==> src/rtl/cc_miss_ctrl_if.sv <==
// Bus bundle for cc_miss_ctrl: request channel, tag/data SRAM port,
// memory read channel and response FIFO push port.
//   slave  : modport seen by cc_miss_ctrl
//   master : modport seen by the surrounding environment
// Parameters: ADDR_W (address width), IDX_W (set-index width).
interface cc_miss_ctrl_if #(
    parameter int unsigned ADDR_W = 32,
    parameter int unsigned IDX_W  = 9
);
    localparam int unsigned TAG_W  = ADDR_W - IDX_W - 6;
    localparam int unsigned LINE_W = 512;
    localparam int unsigned BEAT_W = 64;
    localparam int unsigned RESP_W = LINE_W + 3;

    // request channel
    logic [ADDR_W-1:0] inct_araddr_i;
    logic              inct_arvalid_i;
    logic              inct_arready_o;
    // tag/data SRAM
    logic [IDX_W-1:0]  sram_addr_o;
    logic              sram_rden_o;
    logic              sram_wren_o;
    logic [TAG_W-1:0]  tag_rdata_i;
    logic              valid_rdata_i;
    logic [LINE_W-1:0] data_rdata_i;
    logic [TAG_W-1:0]  tag_wdata_o;
    logic [LINE_W-1:0] data_wdata_o;
    // memory read channel
    logic [ADDR_W-1:0] mem_araddr_o;
    logic              mem_arvalid_o;
    logic              mem_arready_i;
    logic [BEAT_W-1:0] mem_rdata_i;
    logic              mem_rvalid_i;
    logic              mem_rlast_i;
    logic              mem_rready_o;
    // response FIFO
    logic              fifo_full_i;
    logic              fifo_afull_i;
    logic              fifo_wren_o;
    logic [RESP_W-1:0] fifo_wdata_o;

    modport slave (
        input  inct_araddr_i, inct_arvalid_i,
        output inct_arready_o,
        output sram_addr_o, sram_rden_o, sram_wren_o, tag_wdata_o, data_wdata_o,
        input  tag_rdata_i, valid_rdata_i, data_rdata_i,
        output mem_araddr_o, mem_arvalid_o, mem_rready_o,
        input  mem_arready_i, mem_rdata_i, mem_rvalid_i, mem_rlast_i,
        input  fifo_full_i, fifo_afull_i,
        output fifo_wren_o, fifo_wdata_o
    );

    modport master (
        output inct_araddr_i, inct_arvalid_i,
        input  inct_arready_o,
        input  sram_addr_o, sram_rden_o, sram_wren_o, tag_wdata_o, data_wdata_o,
        output tag_rdata_i, valid_rdata_i, data_rdata_i,
        input  mem_araddr_o, mem_arvalid_o, mem_rready_o,
        output mem_arready_i, mem_rdata_i, mem_rvalid_i, mem_rlast_i,
        output fifo_full_i, fifo_afull_i,
        input  fifo_wren_o, fifo_wdata_o
    );
endinterface

==> src/rtl/cc_miss_ctrl.sv <==
// cc_miss_ctrl: read-path request sequencer of the cache controller.
// Accepts one line read at a time, looks up the direct-mapped tag/data
// SRAMs, refills from memory (8 x 64-bit beats) on a miss and pushes
// {word offset, line} into the response FIFO.
// Ports:
//   clk, rst_n : clock, asynchronous active-low reset
//   ctrl_if    : cc_miss_ctrl_if.slave (request, SRAM, memory, FIFO)
// Optional build macro CC_MISS_CTRL_STATS_EN adds:
//   stat_hit_o[31:0], stat_miss_o[31:0] : saturating lookup counters
//   rlast_err_o                         : sticky rlast/beat-7 mismatch
module cc_miss_ctrl #(
    parameter int unsigned ADDR_W = 32,
    parameter int unsigned IDX_W  = 9
) (
    input  logic          clk,
    input  logic          rst_n,
    cc_miss_ctrl_if.slave ctrl_if
`ifdef CC_MISS_CTRL_STATS_EN
    ,
    output logic [31:0]   stat_hit_o,
    output logic [31:0]   stat_miss_o,
    output logic          rlast_err_o
`endif
);
    localparam int unsigned TAG_W  = ADDR_W - IDX_W - 6;
    localparam int unsigned LINE_W = 512;
    localparam int unsigned BEAT_W = 64;

    typedef enum logic [2:0] {
        IDLE     = 3'd0,
        LOOKUP   = 3'd1,
        MEM_REQ  = 3'd2,
        MEM_FILL = 3'd3,
        REFILL   = 3'd4,
        PUSH     = 3'd5
    } state_e;

    state_e            state_q, state_d;
    logic [TAG_W-1:0]  tag_q, tag_d;
    logic [IDX_W-1:0]  idx_q, idx_d;
    logic [2:0]        woff_q, woff_d;
    logic [LINE_W-1:0] line_q, line_d;
    logic [2:0]        beat_q, beat_d;

    logic arready_c;
    logic accept_c;
    logic hit_c;
    logic beat_acc_c;
    logic last_beat_c;
    logic unused_bits;

    // Accept gating: only in IDLE, never while reset is asserted, and only
    // when the FIFO is guaranteed to have room for the eventual push.
    assign arready_c   = rst_n && (state_q == IDLE) && !ctrl_if.fifo_afull_i;
    assign accept_c    = arready_c && ctrl_if.inct_arvalid_i;
    assign hit_c       = ctrl_if.valid_rdata_i && (ctrl_if.tag_rdata_i == tag_q);
    assign beat_acc_c  = (state_q == MEM_FILL) && ctrl_if.mem_rvalid_i;
    // Fill length is counted, rlast is not trusted to end it.
    assign last_beat_c = beat_acc_c && (beat_q == 3'd7);

    // State register
    always_ff @(posedge clk or negedge rst_n) begin
        if (!rst_n) begin
            state_q <= IDLE;
        end else begin
            state_q <= state_d;
        end
    end

    // Next-state logic
    always_comb begin
        state_d = state_q;
        unique case (state_q)
            IDLE:     if (accept_c)                  state_d = LOOKUP;
            LOOKUP:   state_d = hit_c ? PUSH : MEM_REQ;
            MEM_REQ:  if (ctrl_if.mem_arready_i)     state_d = MEM_FILL;
            MEM_FILL: if (last_beat_c)               state_d = REFILL;
            REFILL:   state_d = PUSH;
            PUSH:     if (!ctrl_if.fifo_full_i)      state_d = IDLE;
            default:  state_d = IDLE;
        endcase
    end

    // Outputs
    always_comb begin
        ctrl_if.inct_arready_o = arready_c;
        ctrl_if.sram_rden_o    = accept_c;
        // Index comes straight from the request on the accept cycle so the
        // SRAM data is ready in LOOKUP.
        ctrl_if.sram_addr_o    = accept_c ? ctrl_if.inct_araddr_i[IDX_W+5:6] : idx_q;
        ctrl_if.sram_wren_o    = 1'b0;
        ctrl_if.tag_wdata_o    = tag_q;
        ctrl_if.data_wdata_o   = line_q;
        ctrl_if.mem_araddr_o   = {tag_q, idx_q, 6'b000000};
        ctrl_if.mem_arvalid_o  = 1'b0;
        ctrl_if.mem_rready_o   = 1'b0;
        ctrl_if.fifo_wren_o    = 1'b0;
        ctrl_if.fifo_wdata_o   = {woff_q, line_q};
        unique case (state_q)
            MEM_REQ:  ctrl_if.mem_arvalid_o = 1'b1;
            MEM_FILL: ctrl_if.mem_rready_o  = 1'b1;
            REFILL:   ctrl_if.sram_wren_o   = 1'b1;
            PUSH:     ctrl_if.fifo_wren_o   = !ctrl_if.fifo_full_i;
            default:  ;
        endcase
    end

    // Request fields, line buffer and beat counter
    always_comb begin
        tag_d  = tag_q;
        idx_d  = idx_q;
        woff_d = woff_q;
        line_d = line_q;
        beat_d = beat_q;
        if (accept_c) begin
            tag_d  = ctrl_if.inct_araddr_i[ADDR_W-1:IDX_W+6];
            idx_d  = ctrl_if.inct_araddr_i[IDX_W+5:6];
            woff_d = ctrl_if.inct_araddr_i[5:3];
            beat_d = 3'd0;
        end
        if ((state_q == LOOKUP) && hit_c) begin
            line_d = ctrl_if.data_rdata_i;
        end
        if (beat_acc_c) begin
            line_d[{beat_q, 6'b000000} +: BEAT_W] = ctrl_if.mem_rdata_i;
            beat_d = beat_q + 3'd1;
        end
    end

    always_ff @(posedge clk or negedge rst_n) begin
        if (!rst_n) begin
            tag_q  <= '0;
            idx_q  <= '0;
            woff_q <= '0;
            line_q <= '0;
            beat_q <= '0;
        end else begin
            tag_q  <= tag_d;
            idx_q  <= idx_d;
            woff_q <= woff_d;
            line_q <= line_d;
            beat_q <= beat_d;
        end
    end

`ifdef CC_MISS_CTRL_STATS_EN
    logic [31:0] hit_cnt_q, hit_cnt_d;
    logic [31:0] miss_cnt_q, miss_cnt_d;
    logic        rlast_err_q, rlast_err_d;

    // Saturating lookup counters and sticky rlast check
    always_comb begin
        hit_cnt_d   = hit_cnt_q;
        miss_cnt_d  = miss_cnt_q;
        rlast_err_d = rlast_err_q;
        if (state_q == LOOKUP) begin
            if (hit_c && (hit_cnt_q != 32'hFFFF_FFFF)) begin
                hit_cnt_d = hit_cnt_q + 32'd1;
            end
            if (!hit_c && (miss_cnt_q != 32'hFFFF_FFFF)) begin
                miss_cnt_d = miss_cnt_q + 32'd1;
            end
        end
        if (beat_acc_c && (ctrl_if.mem_rlast_i != (beat_q == 3'd7))) begin
            rlast_err_d = 1'b1;
        end
    end

    always_ff @(posedge clk or negedge rst_n) begin
        if (!rst_n) begin
            hit_cnt_q   <= '0;
            miss_cnt_q  <= '0;
            rlast_err_q <= 1'b0;
        end else begin
            hit_cnt_q   <= hit_cnt_d;
            miss_cnt_q  <= miss_cnt_d;
            rlast_err_q <= rlast_err_d;
        end
    end

    assign stat_hit_o  = hit_cnt_q;
    assign stat_miss_o = miss_cnt_q;
    assign rlast_err_o = rlast_err_q;
    assign unused_bits = ^ctrl_if.inct_araddr_i[2:0];
`else
    assign unused_bits = ^{ctrl_if.inct_araddr_i[2:0], ctrl_if.mem_rlast_i};
`endif

endmodule

==> src/flat_wrapper.sv <==
// flat-port wrapper written by rule: the top's interface ports become plain ports
module cc_miss_ctrl_flat 
#(
    parameter int unsigned ADDR_W = 32,
    parameter int unsigned IDX_W  = 9
)
  (clk, rst_n, ctrl_if_inct_araddr_i, ctrl_if_inct_arvalid_i, ctrl_if_inct_arready_o, ctrl_if_sram_addr_o, ctrl_if_sram_rden_o, ctrl_if_sram_wren_o, ctrl_if_tag_wdata_o, ctrl_if_data_wdata_o, ctrl_if_tag_rdata_i, ctrl_if_valid_rdata_i, ctrl_if_data_rdata_i, ctrl_if_mem_araddr_o, ctrl_if_mem_arvalid_o, ctrl_if_mem_rready_o, ctrl_if_mem_arready_i, ctrl_if_mem_rdata_i, ctrl_if_mem_rvalid_i, ctrl_if_mem_rlast_i, ctrl_if_fifo_full_i, ctrl_if_fifo_afull_i, ctrl_if_fifo_wren_o, ctrl_if_fifo_wdata_o);
  cc_miss_ctrl_if #(.ADDR_W(ADDR_W), .IDX_W(IDX_W)) ctrl_if_i ();
  input  logic clk;
  input  logic rst_n;
  input wire logic [$bits(ctrl_if_i.inct_araddr_i)-1:0] ctrl_if_inct_araddr_i;
  input wire logic [$bits(ctrl_if_i.inct_arvalid_i)-1:0] ctrl_if_inct_arvalid_i;
  output wire logic [$bits(ctrl_if_i.inct_arready_o)-1:0] ctrl_if_inct_arready_o;
  output wire logic [$bits(ctrl_if_i.sram_addr_o)-1:0] ctrl_if_sram_addr_o;
  output wire logic [$bits(ctrl_if_i.sram_rden_o)-1:0] ctrl_if_sram_rden_o;
  output wire logic [$bits(ctrl_if_i.sram_wren_o)-1:0] ctrl_if_sram_wren_o;
  output wire logic [$bits(ctrl_if_i.tag_wdata_o)-1:0] ctrl_if_tag_wdata_o;
  output wire logic [$bits(ctrl_if_i.data_wdata_o)-1:0] ctrl_if_data_wdata_o;
  input wire logic [$bits(ctrl_if_i.tag_rdata_i)-1:0] ctrl_if_tag_rdata_i;
  input wire logic [$bits(ctrl_if_i.valid_rdata_i)-1:0] ctrl_if_valid_rdata_i;
  input wire logic [$bits(ctrl_if_i.data_rdata_i)-1:0] ctrl_if_data_rdata_i;
  output wire logic [$bits(ctrl_if_i.mem_araddr_o)-1:0] ctrl_if_mem_araddr_o;
  output wire logic [$bits(ctrl_if_i.mem_arvalid_o)-1:0] ctrl_if_mem_arvalid_o;
  output wire logic [$bits(ctrl_if_i.mem_rready_o)-1:0] ctrl_if_mem_rready_o;
  input wire logic [$bits(ctrl_if_i.mem_arready_i)-1:0] ctrl_if_mem_arready_i;
  input wire logic [$bits(ctrl_if_i.mem_rdata_i)-1:0] ctrl_if_mem_rdata_i;
  input wire logic [$bits(ctrl_if_i.mem_rvalid_i)-1:0] ctrl_if_mem_rvalid_i;
  input wire logic [$bits(ctrl_if_i.mem_rlast_i)-1:0] ctrl_if_mem_rlast_i;
  input wire logic [$bits(ctrl_if_i.fifo_full_i)-1:0] ctrl_if_fifo_full_i;
  input wire logic [$bits(ctrl_if_i.fifo_afull_i)-1:0] ctrl_if_fifo_afull_i;
  output wire logic [$bits(ctrl_if_i.fifo_wren_o)-1:0] ctrl_if_fifo_wren_o;
  output wire logic [$bits(ctrl_if_i.fifo_wdata_o)-1:0] ctrl_if_fifo_wdata_o;
  assign ctrl_if_i.inct_araddr_i = ctrl_if_inct_araddr_i;
  assign ctrl_if_i.inct_arvalid_i = ctrl_if_inct_arvalid_i;
  assign ctrl_if_inct_arready_o = ctrl_if_i.inct_arready_o;
  assign ctrl_if_sram_addr_o = ctrl_if_i.sram_addr_o;
  assign ctrl_if_sram_rden_o = ctrl_if_i.sram_rden_o;
  assign ctrl_if_sram_wren_o = ctrl_if_i.sram_wren_o;
  assign ctrl_if_tag_wdata_o = ctrl_if_i.tag_wdata_o;
  assign ctrl_if_data_wdata_o = ctrl_if_i.data_wdata_o;
  assign ctrl_if_i.tag_rdata_i = ctrl_if_tag_rdata_i;
  assign ctrl_if_i.valid_rdata_i = ctrl_if_valid_rdata_i;
  assign ctrl_if_i.data_rdata_i = ctrl_if_data_rdata_i;
  assign ctrl_if_mem_araddr_o = ctrl_if_i.mem_araddr_o;
  assign ctrl_if_mem_arvalid_o = ctrl_if_i.mem_arvalid_o;
  assign ctrl_if_mem_rready_o = ctrl_if_i.mem_rready_o;
  assign ctrl_if_i.mem_arready_i = ctrl_if_mem_arready_i;
  assign ctrl_if_i.mem_rdata_i = ctrl_if_mem_rdata_i;
  assign ctrl_if_i.mem_rvalid_i = ctrl_if_mem_rvalid_i;
  assign ctrl_if_i.mem_rlast_i = ctrl_if_mem_rlast_i;
  assign ctrl_if_i.fifo_full_i = ctrl_if_fifo_full_i;
  assign ctrl_if_i.fifo_afull_i = ctrl_if_fifo_afull_i;
  assign ctrl_if_fifo_wren_o = ctrl_if_i.fifo_wren_o;
  assign ctrl_if_fifo_wdata_o = ctrl_if_i.fifo_wdata_o;
  cc_miss_ctrl #(.ADDR_W(ADDR_W), .IDX_W(IDX_W)) u_core (.clk(clk), .rst_n(rst_n), .ctrl_if(ctrl_if_i));
endmodule
==> config.mk <==
export PLATFORM = sky130hd
export DESIGN_NAME = cc_miss_ctrl_flat
export DESIGN_NICKNAME = d
export VERILOG_FILES = /design/src/rtl/cc_miss_ctrl_if.sv /design/src/rtl/cc_miss_ctrl.sv /design/src/flat_wrapper.sv
export SDC_FILE = /design/constraint.sdc
export NUM_CORES = 1
export LEC_CHECK = 0
export ABC_AREA = 1
export CORE_AREA = 2 2 680 682
export DETAILED_ROUTE_END_ITERATION = 10
export DIE_AREA = 0 0 682 684
export PLACE_DENSITY_LB_ADDON = 0.25
export SETUP_SLACK_MARGIN = 0.2
export SLEW_MARGIN = 10
export SYNTH_ARGS = -nofsm -noshare
export SYNTH_HDL_FRONTEND = slang
export SYNTH_SLANG_ARGS = --single-unit
==> constraint.sdc <==
create_clock -name clk -period 1.9 [get_ports clk]
set_input_delay 0.38 -clock clk [delete_from_list [all_inputs] [get_ports clk]]
set_output_delay 0.38 -clock clk [all_outputs]
set_load 0.03 [all_outputs]
Yosys cells after proc, flatten, opt, wreduce, memory -nomap -nowiden. Cells that the tools add are included.

Output and inout port bits: 1091. Input bits: 634. Register bits after elaboration: 547.

Shifts and indexed selects: 2. Mux-type cells: 16. Eq/ne operators: 11. $add $sub $neg: 2. Reduce and logical (&&, ||, !) cells: 12.

Operator list (number): $mux 512 (2); $bwmux 512 (1); $shift 64x11->512 const A (1); $shiftx 64x11->512 (1); $mux 3 (7); $pmux 3 s6 (1); $eq 17x17->1 (1); $neg 9->11 (1); $eq 3x3->1 const B (3); $mux 9 (1); $logic_and 1x1->1 (7); $eq 3x2->1 const B (2); $ne 2x2->1 const B (3); $mux 1 (4); $reduce_and 4->1 (1); $add 3x1->3 const B (1); $eq 3x1->1 const B (1); $logic_not 3->1 (1); $logic_not 1->1 (2); $ne 2x1->1 const B (1); $reduce_bool 2->1 (1).

Longest topological paths before layout. Gate-level depths: netlist of the first run.

Depth after elaboration: 6. Mapped depth: 14. Depth with buffers taken out: 12.

Worst setup path before layout of the first run. No wires, ideal clock.

Kind: register to output. Start: register u_core.state_q[0]. End: output ctrl_if_sram_addr_o[0]. Arrival time: 2211 ps. Required time: 1520 ps. Stages on the path, launching flop included: 9. Path slack: -691 ps. Path buffers: 1. Cell sequence: dfrtp_1 > nor2_1 > nand3_1 > nor2_1 > nand2_1 > inv_1 > buf_1 > nand2_1 > nand2_1.

Cells in the longest elaborated chain, start to end: 5.

RTL lines: start: declaration (line cc_miss_ctrl.sv:38) `state_e state_q, state_d;`; start signal: assignment (line cc_miss_ctrl.sv:66) `state_q <= state_d;`; $logic_not 3->1 (line cc_miss_ctrl.sv:54) `assign arready_c = rst_n && (state_q == IDLE) && !ctrl_if.fifo_afull_i;`; $logic_and 1x1->1 (2 in a row) (line cc_miss_ctrl.sv:54); via ctrl_if_inct_arready_o (line flat_wrapper.sv:13) `output wire logic [$bits(ctrl_if_i.inct_arready_o)-1:0] ctrl_if_inct_arready_o;`; $logic_and 1x1->1 (line cc_miss_ctrl.sv:55) `assign accept_c = arready_c && ctrl_if.inct_arvalid_i;`; via ctrl_if_sram_rden_o (line flat_wrapper.sv:15) `output wire logic [$bits(ctrl_if_i.sram_rden_o)-1:0] ctrl_if_sram_rden_o;`; $mux 9; end: declaration (line flat_wrapper.sv:14) `output wire logic [$bits(ctrl_if_i.sram_addr_o)-1:0] ctrl_if_sram_addr_o;`.

The timed path passes the listed nets, and every way through them passes these cells.

Final worst setup path of the first run.
Start: register u_core.state_q[1]. End: output ctrl_if_sram_addr_o[8].

Cells in the longest elaborated chain, start to end: 5.

RTL lines (line): $logic_not 3->1 (cc_miss_ctrl.sv:54); $logic_and 1x1->1 (2 in a row) (cc_miss_ctrl.sv:54); $logic_and 1x1->1 (cc_miss_ctrl.sv:55); $mux 9.

No other way between the ends.

==> metrics, run 1 <==
Worst path slowest cell dfrtp_1; static leakage 34.70 nW; worst-skew pair later-pin latency 0.86 ns; pwr dens 1665 nW/µm²; Starting Density around 7.7%; Slew HR 39.45%; Main synth FF type dfrtp_1; Startpoint Class flip-flop; final hold violation count 0; worst-path cell chain buf_6 > nor2_4 > nand3_4 > nor2_4 > nand2_4 > buf_12 > nand2_2 > nand2_4 > buf_6; # DRC 0; min Tclk post-route 2.687 ns; final setup fails 1374; via count 41.87k; Critical Path End Type output port; HPWL after DPL 354500 µm; fillers 52.37k; Gate Count Post-Synth around 5.3k; status complete, but fails checks; Starting DRT DRC Count roughly 3.7k; Synth cell types 30; CTS Root Cell clkbuf_16; I/O Buffers 1714; synthesis-stage register bit count 547; Area growth, synth to finish 101.4%; final slew viol count 0; Max clock buf depth 4; area leader, netlist dfrtp_1; Avg Inst Size Synth 6.671 µm²; Max Clock Skew 0.09110 ns; Core Region 458900 µm²; Post-Syn Area 35230 µm²; Clock Sinks 547; drt pass-1 iters 5; max_cap viols 0; worst endpoint data arrival time 2.31 ns; Hold Crit Class input pin to flip-flop; failing checks negative setup slack; die height 684 µm; vias per cell 3.161; proportion of layout cells with a drive suffix above 1 31.41%; CP required 1.52 ns; Synth async-reset ratio 100.0%; Total GRT Usage around 17%; TritonCTS buffer count 92; Area contributors post-synth dfrtp_1, nand2_1, nand3_1, buf_4, inv_1; # rows around 250; pin count of the biggest net entering global routing between 80 and 90; GPL Wtd Cong around 0.92; Horiz. Die Dim roughly 700 µm; peak supply drop 0.9613 mV; most common library cells after synthesis nand2_1, inv_1, nand3_1; count of warnings emitted by yosys 0; RSZ-0062 raised after global routing true; first-pass GRT wire length 517000 µm; Max Freq 372.2 MHz; Detailed Route WL 430600 µm; number of global-route vias before repair 40.81k; kind of critical path flip-flop to output port; top-area cell type share of the netlist area 38.85%; Worst-path clk slew 0.06 ns; Overall Power 118.1 mW; setup TNS -409.85 ns; worst slew pin tran 0.9052 ns; H-tree levels 3; final cycle utilization of the critical path 141.4%; Largest stage delay, worst path around 0.40 ns; grt ovf 0; post-route ant nets 0; worst setup margin -0.7869 ns; nets 7631; Total Die Area between 400000 and 500000 µm²; CTS tree done; Crit Path Max Fanout 14; Seq/Total Area, Yosys 38.85%; initial antenna violation count 119; EDFF count, synth 0; post-DR wirelength/cell approximately 33 µm; IO Count 1725; top-count cell post-synth nand2_1
power by group:
group          switching [mW]  internal [mW]  total, mW
clock network            7.45           10.2       17.7
registers                7.66           16.5       24.2
logic                    48.2           28.1       76.3
total                    63.4           54.8        118
cell usage in the layout, fill, tap and decap left out, types with 6 or more instances in the layout:
cell type and n:
conb_1 6, inv_4 6, nand2_4 133, buf_2 22, clkbuf_8 11, nand4_1 87, o21ai_0 16, clkbuf_1 26
clkbuf_16 124, nand2_1 1659, nand3_1 674, nand3_2 212, xnor2_2 6, nand2_2 57, dfrtp_2 164, nor2_4 10
buf_8 20, clkdlybuf4s50_1 974, buf_4 753, bufinv_16 6, clkdlybuf4s15_2 7, diode_2 45, buf_16 31, inv_1 962
buf_12 360, buf_6 230, dlygate4sd3_1 14, dfrtp_1 382, inv_2 9, clkinv_2 9, nor2_1 18
per-stage QoR:
stage               util [%]  hold slack [ns]  setup WS [ns]  cells  instance area, µm²
detailed placement     13.65           0.4806         -1.091  12870               62620
finish                 15.46           0.1113        -0.7869  13250               70940
floorplan                  -          0.08441      -0.009096   5286               36090
global placement       13.65           0.4653         -1.120  12870               62620
CTS                    14.70         0.007207        -0.9135  13130               67470
global route           15.44          0.06658        -0.9315  13220               70880
critical path, delay by kind of cell (launching register included):
kind,cells,cell delay [ns]
and+or+nand+nor,6,0.65
buffers and inverters,3,0.44
DFF,1,0.40
kinds of logic (layout without fill, tap and decap cells):
family / Yosys count / after routing / share of synthesized area (%)
simple gates: 2874 / 2874 / 34.62
buf+inv: 1822 / 3589 / 25.78
flops: 547 / 547 / 38.85
compound gates: 23 / 23 / 0.3374
xor+xnor: 10 / 10 / 0.2486
fa+ha+maj: 4 / 4 / 0.1421
other cells: 1 / 51 / 0.01064
worst paths after layout:
path / from / end / slack (ns) / depth (start not counted)
setup / recovery: u_core.state_q[1]$_DFFE_PN0P_ / ctrl_if_sram_addr_o[8] / -0.79 / 9
hold / removal: ctrl_if_mem_rdata_i[56] / u_core.ctrl_if.data_wdata_o[504]$_DFF_PN0_ / 0.11 / 4
setup reg to reg: u_core.ctrl_if.tag_wdata_o[8]$_DFFE_PN0N_ / u_core.ctrl_if.data_wdata_o[388]$_DFF_PN0_ / -0.54 / 14
hold reg to reg: u_core.woff_q[0]$_DFFE_PN0N_ / u_core.woff_q[0]$_DFFE_PN0N_ / 0.49 / 2
max in group asynchronous: rst_n / u_core.ctrl_if.data_wdata_o[351]$_DFF_PN0_ / -0.29 / 5
min in group asynchronous: rst_n / u_core.ctrl_if.data_wdata_o[405]$_DFF_PN0_ / 1.13 / 4
metal layers:
layer  vias up  track usage, %  share of wire [%]
met5         -               0              0.046
met3       361           5.561                8.7
met2      1829           29.35                 47
met4        32           4.989                3.4
li1      18880               -                  -
met1     20780           21.13                 41
flip-flops by register name, summed over array words and instances, names as in the netlist:
name                         flops
u_core.ctrl_if.tag_wdata_o      17
u_core.state_q                   3
u_core.idx_q                     9
u_core.ctrl_if.data_wdata_o    512
u_core.woff_q                    3
u_core.beat_q                    3
cell type report:
type	instances	area, µm²	area share, %
timing repair buffer	2452	27640	38.96
multi-input combinational	2917	14950	21.07
sequential	547	13900	19.59
tap	6149	7694	10.84
inverter	983	3760	5.300
clock buffer	130	2576	3.631
clock inverter	24	316.6	0.4462
antenna	45	112.6	0.1587
repair_timing:
action	in CTS	in global routing
hold buffers	14	0
pin swaps	20	158
endpoints found under the hold margin	116	0
gates resized for setup	1664	743
setup endpoints to repair	1631	2072
gates cloned	16	37
setup buffers	67	40
Note: power is estimated with default switching activity, not from simulation.
==> inputs of run 2 (changes only) <==
- CORE_AREA: 2 2 680 682 -> 2 2 666 668
- DIE_AREA: 0 0 682 684 -> 0 0 668 670
- HOLD_SLACK_MARGIN: not set -> 0.12
- clock period: 1.9 -> 2.65 ns (I/O delays scaled with it)
==> run 2 against run 1 <==
Effect of this change: the flow still finishes with violations (negative setup slack); sequential power is 31% lower; utilization is 1.2 points lower; wire length is 6.5% lower; count of clock-buffer cells in the layout is 3 lower; final area is 12% lower; cell count is 4.0% lower; die area is 4.1% lower; sequential share of layout area is 2.3 points higher; clock skew is 0.012 ns lower; critical path type unchanged; largest cell class unchanged.
==> metrics, run 2 (synthesis gave the netlist of run 1 again) <==
max reg flops 512; final non-filler cell area 62720 µm²; CP required 2.12 ns; status complete, but fails checks; fillers between 50k and 60k; final slew viol count 0; post-DR wirelength/cell roughly 32 µm; first-pass GRT wire length 482200 µm; Starting Density 8.002%; Max Clock Skew around 0.08 ns; CTS tree done; Hold Crit Class input pin to flip-flop; Switch Pwr 42.84 mW; die height 670 µm; worst-path cell chain nor2_4 > nand3_2 > nor2_4 > nand2_2 > inv_2 > buf_12 > nand2_1 > nand2_2 > buf_12; # rows 244; hold_sp ctrl_if_mem_rdata_i[25]; Overall Power 74.29 mW; min Tclk post-route approximately 2.7 ns; TritonCTS buffer count 91; setup TNS -0.1739 ns; most frequent cells in the layout nand2_1, inv_1, nand3_1; RSZ-0062 raised after global routing true; Detailed Route WL 402600 µm; met3 Use GR 7.225%; Largest stage delay, worst path between 0.4 and 0.5 ns; CTS Root Cell clkbuf_16; H-tree levels 3; met2 Use GR 27.88%; initial antenna violation count 114; peak supply drop 0.6950 mV; most common cell after layout, fill and taps aside nand2_1; final hold slack around 0.23 ns; GPL Wtd Cong 0.9017; # DRC 0; pwr dens 1184 nW/µm²; post-place setup slack -0.3523 ns; Clock Sinks approximately 550; Slew HR around two fifths; Finished Core Util between 10% and 20%; P_int 31.45 mW; static leakage 30.38 nW; pin count of the biggest net entering global routing 100; I/O Buffers 1714; Max clock buf depth 4; Starting DRT DRC Count 3188; Total Die Area approximately 450000 µm²; final cycle utilization of the critical path 101.7%; met1 usage 19.55%; drt pass-1 iters 6; Worst path slowest cell dfrtp_2; grt peak-use layer met2; register-to-register setup slack 0.14 ns; proportion of layout cells with a drive suffix above 1 16.56%; Area growth, synth to finish 78.05%; grt ovf 0; Hold Path End u_core.ctrl_if.data_wdata_o[409]$_DFF_PN0_; critical register-to-register path endpoint u_core.ctrl_if.data_wdata_o[13]$_DFF_PN0_; worst endpoint data arrival time 2.16 ns; Hold Path Depth 3; Critical Path End Type output port; R2R depth 14; placed cells between 10k and 15k; via count 40.30k; nets 7337; IO Count 1725; worst setup margin -0.04496 ns; Horiz. Die Dim 668 µm; Startpoint Class flip-flop; Total GRT Usage 16.82%; number of global-route vias before repair 39.01k; Worst-path clk slew 0.06 ns; Reg area 13730 µm²; Max Freq 371.1 MHz; post-route ant nets 0; worst slew pin tran about 0.92 ns; Non-Filler Instances about 13k; fraction of power spent switching nets 57.66%; kind of critical path flip-flop to output port; final hold violation count 0; area occupied by multi-input gates 13220 µm²; Core Region roughly 440000 µm²; max_cap viols 0; failing checks negative setup slack; worst-skew pair later-pin latency 0.83 ns; clock power share 16.8%; Crit Path Max Fanout 15; vias per cell 3.168; register share of total power 22.6%; HPWL after DPL 331600 µm; dpl cell area 57580 µm²; final setup fails 8; combinational share of power 60.6%; reg-to-reg critical path startpoint u_core.ctrl_if.tag_wdata_o[14]$_DFFE_PN0N_
run 2: cell count changes in the layout (fill, tap and decap cells not counted), moves of 138 or more:
| cell | before | now |
|---|---|---|
| buf_12 | 360 | 85 |
| clkdlybuf4s50_1 | 974 | 773 |
| nand3_1 | 674 | 847 |
| dlygate4sd2_1 | 2 | 527 |
| nand2_1 | 1659 | 1797 |
| nand3_2 | 212 | 41 |
| buf_4 | 753 | 476 |
| buf_6 | 230 | 31 |
run 2: worst max path at each step:
stage / startpoint / endpoint / slack (ns)
2_1_floorplan: u_core.state_q[0]$_DFFE_PN0P_ / ctrl_if_sram_addr_o[0] / 0.31
3_3_place_gp: ctrl_if_tag_rdata_i[4] / u_core.ctrl_if.data_wdata_o[0]$_DFF_PN0_ / -0.35
3_5_place_dp: ctrl_if_tag_rdata_i[4] / u_core.ctrl_if.data_wdata_o[0]$_DFF_PN0_ / -0.35
4_1_cts: u_core.state_q[1]$_DFFE_PN0P_ / ctrl_if_sram_addr_o[7] / -0.15
5_1_grt: u_core.state_q[0]$_DFFE_PN0P_ / ctrl_if_sram_addr_o[1] / -0.15
6_report: u_core.state_q[0]$_DFFE_PN0P_ / ctrl_if_sram_addr_o[7] / -0.04
run 2: layout make-up:
cell class	count	area share, %
Timing Repair Buffer	2158	34.45
Sequential cell	547	21.89
Multi-Input combinational cell	2918	21.08
Tap cell	5904	11.78
Inverter	983	5.984
Clock buffer	127	4.069
Clock inverter	26	0.5306
Antenna cell	56	0.2234
run 2: repair_timing:
item                                     CTS  global route
endpoints found under the setup margin  1109           606
hold buffers                               1             0
pin swaps                                  8            58
cloned                                     2            37
hold endpoints to repair                  62             0
resized for setup                       1189           201
setup buffers                             31            31
run 2: critical path: cells and delay by family (launching register included):
| kind | cells | cell delay [ns] |
|---|---|---|
| buffers and inverters | 3 | 0.33 |
| flip-flops | 1 | 0.42 |
| AND/OR/NAND/NOR | 6 | 0.57 |
run 2: per-layer routing:
metal	vias to the layer above	routed length [µm]	part of all wire [%]
met5	-	322	0.080
li1	18260	-	-
met2	1815	188800	47
met3	320	43140	11
met1	19850	158000	39
met4	46	12410	3.1
run 2: power groups by stage:
stage               sequential [mW]  combinational (mW)  clock, mW
CTS                            16.8                45.5       12.9
detailed placement             17.0                47.5          0
global route                   17.1                47.8       13.1
finish                         16.8                45.0       12.5
global placement               17.0                47.6          0
floorplan                      20.5                18.4          0
